## src/rtl/time_of_day_counter.sv

```systemverilog
// time_of_day_counter: BCD hours/minutes/seconds with button-driven time setting.
// Latency: an input rising edge is sampled at edge 1, the pulse is visible after edge 2 and the counters update at edge 3.
// Backpressure: none; every second and every button press is applied once, and presses outside set mode are discarded.
//
// Ports:
//   clk_256Hz, reset_n       - board clock and asynchronous active-low reset
//   clk_1Hz                  - 1 Hz square wave; each rising edge is one second
//   set_mode                 - high halts timekeeping and enables inc_min / inc_hour
//   inc_min, inc_hour        - button levels; rising edges step minutes / hours in set mode
//   hours, minutes, seconds  - BCD time (tens in the upper bits, units in [3:0])
//   pm                       - PM flag (constant 0 in the 24-hour build)
//   sec_tick                 - one-cycle pulse per counted second
//
// Build option: define TWELVE_HOUR_EN for 12-hour operation (12, 01..11 with pm);
// the default build is 24-hour (00..23).

module time_of_day_counter (
  input  logic       clk_256Hz,
  input  logic       reset_n,
  input  logic       clk_1Hz,
  input  logic       set_mode,
  input  logic       inc_min,
  input  logic       inc_hour,
  output logic [5:0] hours,
  output logic [6:0] minutes,
  output logic [6:0] seconds,
  output logic       pm,
  output logic       sec_tick
);

`ifdef TWELVE_HOUR_EN
  localparam logic [5:0] HOURS_RST = 6'h12;
`else
  localparam logic [5:0] HOURS_RST = 6'h00;
`endif

  // Bit 0: clk_1Hz, bit 1: inc_min, bit 2: inc_hour.
  logic [2:0] raw;
  logic [2:0] sync1;
  logic [2:0] sync2;
  logic [2:0] hist;
  logic [2:0] edge_next;

  logic tick_pulse;
  logic min_pulse;
  logic hour_pulse;

  assign raw = {inc_hour, inc_min, clk_1Hz};

  // The edge pulse is sync2 & ~hist. It is registered here, so the value
  // computed from sync1 & ~sync2 is what sync2 & ~hist becomes after this edge.
  // That is why the pulse is visible right after edge 2 and is applied at edge 3.
  assign edge_next = sync1 & ~sync2;

  always_ff @(posedge clk_256Hz or negedge reset_n) begin
    if (!reset_n) begin
      sync1 <= 3'b000;
      sync2 <= 3'b000;
      hist  <= 3'b000;
    end else begin
      sync1 <= raw;
      sync2 <= sync1;
      hist  <= sync2;
    end
  end

  // set_mode is sampled together with the pulse. A second arriving in set mode
  // and a press arriving outside set mode are both dropped here, not queued.
  always_ff @(posedge clk_256Hz or negedge reset_n) begin
    if (!reset_n) begin
      tick_pulse <= 1'b0;
      min_pulse  <= 1'b0;
      hour_pulse <= 1'b0;
    end else begin
      tick_pulse <= edge_next[0] & ~set_mode;
      min_pulse  <= edge_next[1] &  set_mode;
      hour_pulse <= edge_next[2] &  set_mode;
    end
  end

  assign sec_tick = tick_pulse;

  // This step is shared by seconds and minutes: 59 wraps to 00, and 09 goes to 10.
  function automatic logic [6:0] inc_mod60(input logic [6:0] v);
    if (v[3:0] == 4'd9) begin
      if (v[6:4] == 3'd5) return 7'h00;
      else                return {v[6:4] + 3'd1, 4'd0};
    end
    return {v[6:4], v[3:0] + 4'd1};
  endfunction

`ifdef TWELVE_HOUR_EN
  // The 12-hour sequence is 12 -> 01 -> ... -> 09 -> 10 -> 11 -> 12.
  function automatic logic [5:0] inc_hours(input logic [5:0] v);
    if (v == 6'h12)        return 6'h01;
    if (v == 6'h11)        return 6'h12;
    if (v[3:0] == 4'd9)    return 6'h10;
    return {v[5:4], v[3:0] + 4'd1};
  endfunction
`else
  // The 24-hour sequence is 00..23, and 09 -> 10 and 19 -> 20 carry into the tens digit.
  function automatic logic [5:0] inc_hours(input logic [5:0] v);
    if (v == 6'h23)        return 6'h00;
    if (v[3:0] == 4'd9)    return {v[5:4] + 2'd1, 4'd0};
    return {v[5:4], v[3:0] + 4'd1};
  endfunction
`endif

  // pm flips only on the 11 -> 12 step, whether that step comes from counting or from a button.
  logic pm_flip_tick;
  logic pm_flip_set;

  assign pm_flip_tick = tick_pulse && seconds == 7'h59 && minutes == 7'h59 && hours == 6'h11;
  assign pm_flip_set  = hour_pulse && hours == 6'h11;

  // tick_pulse and the button pulses are mutually exclusive because they are
  // gated by opposite values of the same sampled set_mode. inc_min and
  // inc_hour may still fire together, and then both apply.
  always_ff @(posedge clk_256Hz or negedge reset_n) begin
    if (!reset_n) begin
      hours   <= HOURS_RST;
      minutes <= 7'h00;
      seconds <= 7'h00;
    end else begin
      if (tick_pulse) begin
        seconds <= inc_mod60(seconds);
        if (seconds == 7'h59) begin
          minutes <= inc_mod60(minutes);
          if (minutes == 7'h59) hours <= inc_hours(hours);
        end
      end
      if (min_pulse) begin
        minutes <= inc_mod60(minutes);
        seconds <= 7'h00;
      end
      if (hour_pulse) hours <= inc_hours(hours);
    end
  end

`ifdef TWELVE_HOUR_EN
  always_ff @(posedge clk_256Hz or negedge reset_n) begin
    if (!reset_n) pm <= 1'b0;
    else if (pm_flip_tick || pm_flip_set) pm <= ~pm;
  end
`else
  logic unused_pm;
  assign unused_pm = pm_flip_tick | pm_flip_set;
  assign pm = 1'b0;
`endif

endmodule

```

## config.mk

```make
export PLATFORM = sky130hd
export DESIGN_NAME = time_of_day_counter
export DESIGN_NICKNAME = d
export VERILOG_FILES = /design/src/rtl/time_of_day_counter.sv
export SDC_FILE = /design/constraint.sdc
export NUM_CORES = 1
export LEC_CHECK = 0
export ABC_AREA = 1
export CAP_MARGIN = 0
export CORE_MARGIN = 1
export CORE_UTILIZATION = 50
export DETAILED_ROUTE_END_ITERATION = 16
export PLACE_DENSITY = 0.85
export SLEW_MARGIN = 20
export SYNTH_ARGS = -nofsm -noshare
export SYNTH_HDL_FRONTEND = slang
export SYNTH_SLANG_ARGS = --single-unit
```

## constraint.sdc

```tcl
create_clock -name clk_256Hz -period 1.6 [get_ports clk_256Hz]
set_input_delay 0.32 -clock clk_256Hz [delete_from_list [all_inputs] [get_ports clk_256Hz]]
set_output_delay 0.32 -clock clk_256Hz [all_outputs]
set_load 0.01 [all_outputs]
```

==> run summary <==
### Status
* completed — status

### Clock network
* yes — CTS tree
* 5 — cts bufs inserted
* 100 ps — clock-pin transition on the worst setup and hold timing paths
* 330 ps — worst-skew pair later-pin latency
* 0 — quantity of hold-fixing buffers added after cts
* 2 — buffer depth of the longest clock path
* 29 — clock net sink count
* sky130_fd_sc_hd__clkbuf_4 — CTS root buffer
* 2 — maximum level of the CTS H-tree

### Cells and area
* 225 — post-layout net count
* sky130_fd_sc_hd__nand2_1 (32), sky130_fd_sc_hd__dfrtp_1 (27), sky130_fd_sc_hd__inv_1 (23), sky130_fd_sc_hd__buf_4 (21), sky130_fd_sc_hd__nand3_1 (18) — most frequent cells in the layout
* 245 — final cell count without fillers
* 0 — ant diodes
* 165 — fill cell total of the finished layout
* 618.1 µm² — area occupied by multi-input gates
* 20.93% — share of cells above drive strength 1
* 728.2 µm² — Storage cell area
* 77.00% — core utilization of the finished layout
* sky130_fd_sc_hd__nand2_1 — commonest non-fill, non-tap cell in the layout
* 39.95% — Synth-to-Final Area Change

### Timing
* 98.48% — period utilization
* 634.7 MHz — Highest Clock Rate
* 0 — number of endpoints with negative hold slack in the final report
* 0 — count of endpoints failing setup in the final report
* 0 — max-slew violations
* 0 ps — TNS Setup
* 6.987 ps — clock skew after layout
* 1576 ps — time the worst path needs with I/O delays and setup

### Setup path
* clkdlybuf4s50_1 — Critical Path, Cell by Cell
* flip-flop to output port — CP Class
* 1260 ps — Critical Path AT
* 9 — depth of the most critical reg-to-reg path
* 2 — Worst Path Max Fanout
* 540 ps — worst stage delay on the critical path
* seconds[0] — startpoint of the worst-slack reg-to-reg timing path
* 80 ps — R2R setup slack
* 1 — CP bufs+invs
* flip-flop — CP Launch Type
* 1280 ps — Worst Path Required
* output port — CP Capture Type
* sky130_fd_sc_hd__clkdlybuf4s50_1 — critical path's slowest cell
* buffers and inverters — category of cells accounting for the largest share of critical-path delay
* seconds[5] — Reg2Reg Capture Point

### Die
* 3068 µm² — total die area
* 55.39 µm — horizontal extent of the die
* 55.02% — Initial Utilization
* 2590 µm² — core area
* 28 — I/O pin cnt
* 55.39 µm — chip height
* 18 — row count

### Power and ir drop
* 35.31% — net switching share of the total power
* 36.9% — sequential share of power
* 40.5% — part of the power in combinational logic
* 958.1 µW — switching power of the nets
* 0.001369 V — worst-case vdd ir drop
* 22.6% — part of the power in the clock network
* 0.001174 µW — leakage power total
* 1756 µW — cell-internal power
* 1361 nW/µm² — power density over cell area

### Routing
* 5.314 — average vias per placed instance
* 3420 µm — sum of routed wire length over all layers
* 0 — DRC viols
* 1302 — vias after detailed routing
* 67 — number of DRC markers after the initial detailed-route iteration
* 13.96 µm — final routed wire length divided by cell count
* 4 — Initial DRT Pass Iterations
* 0 — antenna-violating nets left

### Global routing
* 5526 µm — global-route wire length before repair
* 0 — overflow left after global routing
* 23.68% — total routing resource utilization after global routing
* 1222 — number of global-route vias before repair
* 30 — largest net degree at the start of global routing
* 0 — number of antenna violations at the first check in global routing

### Worst hold path
* input port to async pin — type of the worst min-delay path

### Place
* 26 — number of buffer cells added on primary ports
* 217 — placed cell count
* 1931 µm — DP Wirelength
* 0.8063 — Routability Congestion

### Synth
* 8.852 µm² — mean area per synthesized cell
* 172 — number of nets in the synthesized netlist
* 50.92% — sequential share of the synthesized area
* 0 — number of warnings issued by yosys
* 1425 µm² — Post-Syn Area
* 161 — post-synthesis cell count
* 29 — Yosys reg bits
* 24 — distinct cell type count after synthesis

### Job
* 0 — Maximum Capacitance Violations

## synthesized netlist by cell type (all sizes together)
cell / n / area share (%)
a31oi: 1 / 0.44
o21ai: 9 / 3.2
conb: 1 / 0.26
nor3b: 2 / 1.1
nand4: 1 / 0.44
buf: 1 / 0.53
nand2: 38 / 12
nor2: 21 / 7.7
nand3: 20 / 8.3
o22ai: 1 / 0.44
a21oi: 3 / 1.1
xor2: 5 / 3.1
ha: 5 / 4.4
or2: 1 / 0.44
inv: 23 / 6.1
dfrtp: 29 / 51
## logic make-up after synthesis
| kind of cell | count (synthesis) | share of synthesized area, % |
|---|---|---|
| other | 1 | 0.2631 |
| xor gates and xnor gates | 5 | 3.073 |
| DFF | 29 | 50.92 |
| adders and majority gates | 5 | 4.390 |
| buffers and inverters | 24 | 6.585 |
| and+or+nand+nor | 83 | 29.68 |
| AOI/OAI and AO/OA | 14 | 5.092 |
## area by class of cell
type	instances	share of cell area [%]
flip-flops and latches	29	36.51
clock buffers	5	1.882
clock inverters	3	2.321
repair buffers	47	22.08
multi-input cells	108	30.99
inverters	23	4.329
well taps	30	1.882
## state kept, by name, summed over array words and instances (netlist names)
register and cells:
hour_pulse 1, hours 6, min_pulse 1, minutes 7
sec_tick 1, seconds 7, sync1 3, sync2 3
## power groups by stage
stage / combinational, µW / clock [µW] / sequential (µW)
after floorplan: 374 / 0 / 1120
after global placement: 800 / 0 / 1070
after detailed placement: 822 / 0 / 1090
after CTS: 1030 / 625 / 1000
after global routing: 1190 / 666 / 1020
final: 1100 / 615 / 1000
## per-layer routing
metal	part of all wire, %	global-route usage (%)	vias to the layer above
li1	-	-	614
met1	40	30.39	629
met2	53	37.87	55
met3	5.2	6.557	4
met4	1.2	9.643	0
met5	0	0	-
## per-stage QoR
step	cell area, µm²	total power (µW)	hold WS [ps]	setup WS (ps)
floorplan	1425	1497	24.41	182.4
global placement	1723	1872	356.4	181.3
detailed placement	1723	1907	364.5	86.59
CTS	1924	2659	360.0	8.250
global route	1994	2875	373.7	-3.901
finish	1994	2714	358.5	24.33
## what timing repair did
action / 4_1_cts / 5_1_grt
buffers inserted: 16 / 4
setup endpoints to repair: 20 / 15
pin swaps: 0 / 1
resized for setup: 6 / 13
## how the worst max path moves through the flow
stage,slack [ps],start,end,depth (start not counted)
CTS,8,seconds[6],seconds[6],1
detailed placement,90,seconds[1],hours[5],9
finish,20,seconds[5],seconds[5],1
global route,-4,seconds[0],minutes[6],9
floorplan,180,seconds[1],hours[4],9
global placement,180,seconds[1],hours[4],9
(Power assumes the default switching activity.)
==> edit 1: new RTL, same flow settings <==
The option `TWELVE_HOUR_EN` is turned on by a define.
--- a/src/rtl/time_of_day_counter.sv
+++ b/src/rtl/time_of_day_counter.sv
@@ -13,6 +13,8 @@
 //
 // Build option: define TWELVE_HOUR_EN for 12-hour operation (12, 01..11 with pm);
 // the default build is 24-hour (00..23).
+
+`define TWELVE_HOUR_EN
 
 module time_of_day_counter (
   input  logic       clk_256Hz,
Formal check against the unedited RTL: not equivalent (Yosys sat finds a counterexample within 4 cycles, from zero or initial values and one cycle with reset_n low).
==> edit 1 against the unedited design <==
- critical path depth unchanged
- synthesized area down 3.7%
- power decreased by 12%
- wire length fell by 11%
- sequential cell count unchanged
- cell area shrank 6.5%
- worst setup slack gained 0.017 ns
- via count down 8.9%
- critical endpoint is now seconds[2]
- largest cell class unchanged
==> edit 1: results (changes against the unedited design) <==
| Metric | Value |
|---|---|
| Peak Freq | 641.4 MHz (was 634.7 MHz) |
| GP Congestion | 0.7835 (was 0.8063) |
| NetSw | 0.8434 mW (was 0.9581 mW) |
| Plain + repair buffers | 41 (was 47) |
| Multi-input gates | 98 (was 108) |
| Share of cells above drive strength 1 | 19.19% (was 20.93%) |
| Status | finished, final reports clean (unchanged) |
| Met2 routed WL | 1590 µm (was 1823 µm) |
| Met1 Use GR | 25.13% (was 30.39%) |
| M3 GR Usage | 8.611% (was 6.557%) |
| Synth area leaders | dfrtp_1, nand2_1, nand3_1 (unchanged) |
| Top flop regs | minutes (7), seconds (7), hours (5) (was minutes (7), seconds (7), hours (6)) |
| Storage cell area | 730.7 µm² (was 728.2 µm²) |
| First-pass GRT wire length | 4781 µm (was 5526 µm) |
| Post-Synth XOR/XNOR Area | 5.105% (was 3.073%) |
| Flop pwr share | 42.1% (was 36.9%) |
| Clock buffer count | 8 (was 5) |
| Compound-Gate Fraction of Synth Area | 9.298% (was 5.092%) |
| Netlist cell types | 25 (was 24) |
| Seq/Total Area, Yosys | 53.05% (was 50.92%) |
| Final sequential cell count | 29 (unchanged) |
| Commonest cells in the netlist | dfrtp_1, nand2_1, inv_1 (was nand2_1, dfrtp_1, inv_1) |
| Post-DP HPWL | 1979 µm (was 1931 µm) |
| Clock Network Area Fraction | 3.152% (was 4.203%) |
| Cell count after synthesis | 150 (was 161) |
==> edit 1: changes by cell type after synthesis, sizes merged, moves of 2 or more <==
cell	change
a21oi	+2
nand3	-3
ha	-3
o21ai	+8
nand2	-9
dfrtp	-2
nor2	-10
nand3b	+2
dfstp	+2
nand4	+2
xor2	+3
==> edit 1: final timing paths <==
path                               to  cells after the start        from  slack (ns)
min in group clk_256Hz       sync2[0]                      0    sync1[0]        0.38
setup reg to reg           minutes[0]                      6  seconds[0]        0.08
setup / recovery           seconds[2]                      1  seconds[2]        0.04
max in group asynchronous    hours[4]                      2     reset_n        0.93
hold / removal             seconds[4]                      2     reset_n        0.36
hold reg to reg              sync2[0]                      0    sync1[0]        0.38
==> edit 1: cells by family after synthesis <==
kind of cell,count (synthesis)
xor gates and xnor gates,8
other,1
and+or+nand+nor,64
DFF,29
buffers and inverters,23
adders and majority gates,2
AOI/OAI and AO/OA,23
==> edit 2: new RTL, same flow settings <==
Without the edit above. Register the inputs `set_mode`, `inc_min` and `inc_hour` before use, cleared by the reset. The logic sees them one clock later.
--- a/src/rtl/time_of_day_counter.sv
+++ b/src/rtl/time_of_day_counter.sv
@@ -28,6 +28,22 @@
   output logic       sec_tick
 );
 
+  logic set_mode_q;
+  logic inc_min_q;
+  logic inc_hour_q;
+
+  always_ff @(posedge clk_256Hz or negedge reset_n) begin
+    if (!reset_n) begin
+      set_mode_q <= '0;
+      inc_min_q  <= '0;
+      inc_hour_q <= '0;
+    end else begin
+      set_mode_q <= set_mode;
+      inc_min_q  <= inc_min;
+      inc_hour_q <= inc_hour;
+    end
+  end
+
 `ifdef TWELVE_HOUR_EN
   localparam logic [5:0] HOURS_RST = 6'h12;
 `else
@@ -45,7 +61,7 @@
   logic min_pulse;
   logic hour_pulse;
 
-  assign raw = {inc_hour, inc_min, clk_1Hz};
+  assign raw = {inc_hour_q, inc_min_q, clk_1Hz};
 
   // The edge pulse is sync2 & ~hist. It is registered here, so the value
   // computed from sync1 & ~sync2 is what sync2 & ~hist becomes after this edge.
@@ -72,9 +88,9 @@
       min_pulse  <= 1'b0;
       hour_pulse <= 1'b0;
     end else begin
-      tick_pulse <= edge_next[0] & ~set_mode;
-      min_pulse  <= edge_next[1] &  set_mode;
-      hour_pulse <= edge_next[2] &  set_mode;
+      tick_pulse <= edge_next[0] & ~set_mode_q;
+      min_pulse  <= edge_next[1] &  set_mode_q;
+      hour_pulse <= edge_next[2] &  set_mode_q;
     end
   end
 
Formal check against the unedited RTL: not equivalent (a bounded check fails within 4 cycles, from zero or initial values and one cycle with reset_n low).
==> edit 2 against the unedited design <==
- first-iteration DRC count decreased by 57%
- hold slack got worse by 0.0054 ns
- combinational power decreased by 12%
- global-route usage decreased by 2.0 points
- wire length decreased by 7.4%
- synthesized area increased by 3.4%
- count of clock-buffer cells in the layout increased by 2
- cell area increased by 2.9%
- power increased by 0.20%
- die area increased by 3.3%
- sequential cell count increased by 3
- fmax increased by 1.6%
- worst setup slack improved by 0.025 ns
- clock power increased by 13%
==> edit 2: results (changes against the unedited design) <==
| Metric | Value |
|---|---|
| Worst EP arrival | 1.23 ns (was 1.26 ns) |
| Post-CTS sizing | 7 (was 6) |
| Hold_ws | 0.3531 ns (was 0.3585 ns) |
| Post-Synth XOR/XNOR Area | 2.377% (was 3.073%) |
| Placed Area | 0.001773 mm² (was 0.001723 mm²) |
| Seq/Total Area, Yosys | 54.33% (was 50.92%) |
| Vias in the first global route | 1231 (was 1222) |
| First-pass GRT wire length | 5140 µm (was 5526 µm) |
| Setup WS pre-CTS | 0.09450 ns (was 0.08659 ns) |
| Fin util | 73.77% (was 77.00%) |
| Reg-to-Reg Start | seconds[1] (was seconds[0]) |
| Cells on worst reg2reg path | 7 (was 9) |
| Layout Nets | 221 (was 225) |
| Status | finished, final reports clean (unchanged) |
| Share of cells above drive strength 1 | 20.38% (was 20.93%) |
| DR iter-0 viols | 29 (was 67) |
| VDD IR max | 1208 µV (was 1369 µV) |
| FF-to-FF End | minutes[0] (was seconds[5]) |
| Netlist cell types | 28 (was 24) |
| Initial DRT Pass Iterations | 6 (was 4) |
| Commonest cells in the netlist | dfrtp_1, nand2_1, inv_1, nand3_1, nor2_1 (was nand2_1, dfrtp_1, inv_1) |
| Static leakage | 1.184 nW (was 1.174 nW) |
| Total track usage | 21.65% (was 23.68%) |
| Compound-Gate Fraction of Synth Area | 7.470% (was 5.092%) |
| Fill count | 203 (was 165) |
| Largest net degree at the start of global routing | 33 (was 30) |
| Hold crit path type | register to register (was primary input to async pin) |
| Post-DP HPWL | 1940 µm (was 1931 µm) |
| Via count | 1268 (was 1302) |
| Crit. Startpoint | hours[4] (was seconds[5]) |
| Setup Skew | 0.01307 ns (was 0.006987 ns) |
| GP Congestion | 0.8171 (was 0.8063) |
==> edit 2: changes by cell type after synthesis, moves of 2 or more <==
cell / before / now
nand3b_1: 0 / 3
inv_1: 23 / 17
nand2_1: 32 / 30
dfrtp_1: 29 / 32
==> edit 2: logic make-up after synthesis <==
family                     Yosys count
and+or+nand+nor                     79
DFF                                 32
buffers and inverters               19
AOI/OAI and AO/OA                   18
adders and majority gates            5
xor gates and xnor gates             4
other                                1
==> edit 2: cell type report <==
cell class	instances	share of cell area [%]
Sequential cell	32	39.15
Multi-Input combinational cell	107	29.39
Timing Repair Buffer	46	21.65
Inverter	18	3.293
Clock buffer	7	3.171
Tap cell	31	1.890
Clock inverter	1	1.463
==> edit 2: how the worst max path moves through the flow <==
stage | end | slack [ns] | depth (start not counted)
after floorplan | hours[4] | 0.20 | 9
after global placement | hours[4] | 0.17 | 9
after detailed placement | hours[5] | 0.09 | 9
after CTS | seconds[0] | 0.01 | 1
after global routing | minutes[3] | -0.009 | 7
final | hours[4] | 0.05 | 1
==> edit 2: layer usage <==
| metal | wire length (µm) | track usage, % |
|---|---|---|
| met5 | 0 | 0 |
| met4 | 52 | 10.80 |
| met3 | 131 | 7.143 |
| met2 | 1605 | 34.69 |
| met1 | 1378 | 26.24 |
==> edit 2: stage by stage <==
stage               cells  power, mW
floorplan             158      1.538
global placement      215      1.883
detailed placement    215      1.923
CTS                   239      2.727
global route          242      2.897
finish                242      2.719
==> edit 2: report_power, final <==
part,internal (mW),switching (mW),leakage [nW],total (mW)
registers,0.955,0.107,0.408,1.06
clock network,0.415,0.277,0.0515,0.692
logic,0.485,0.480,0.725,0.965
total,1.86,0.864,1.18,2.72
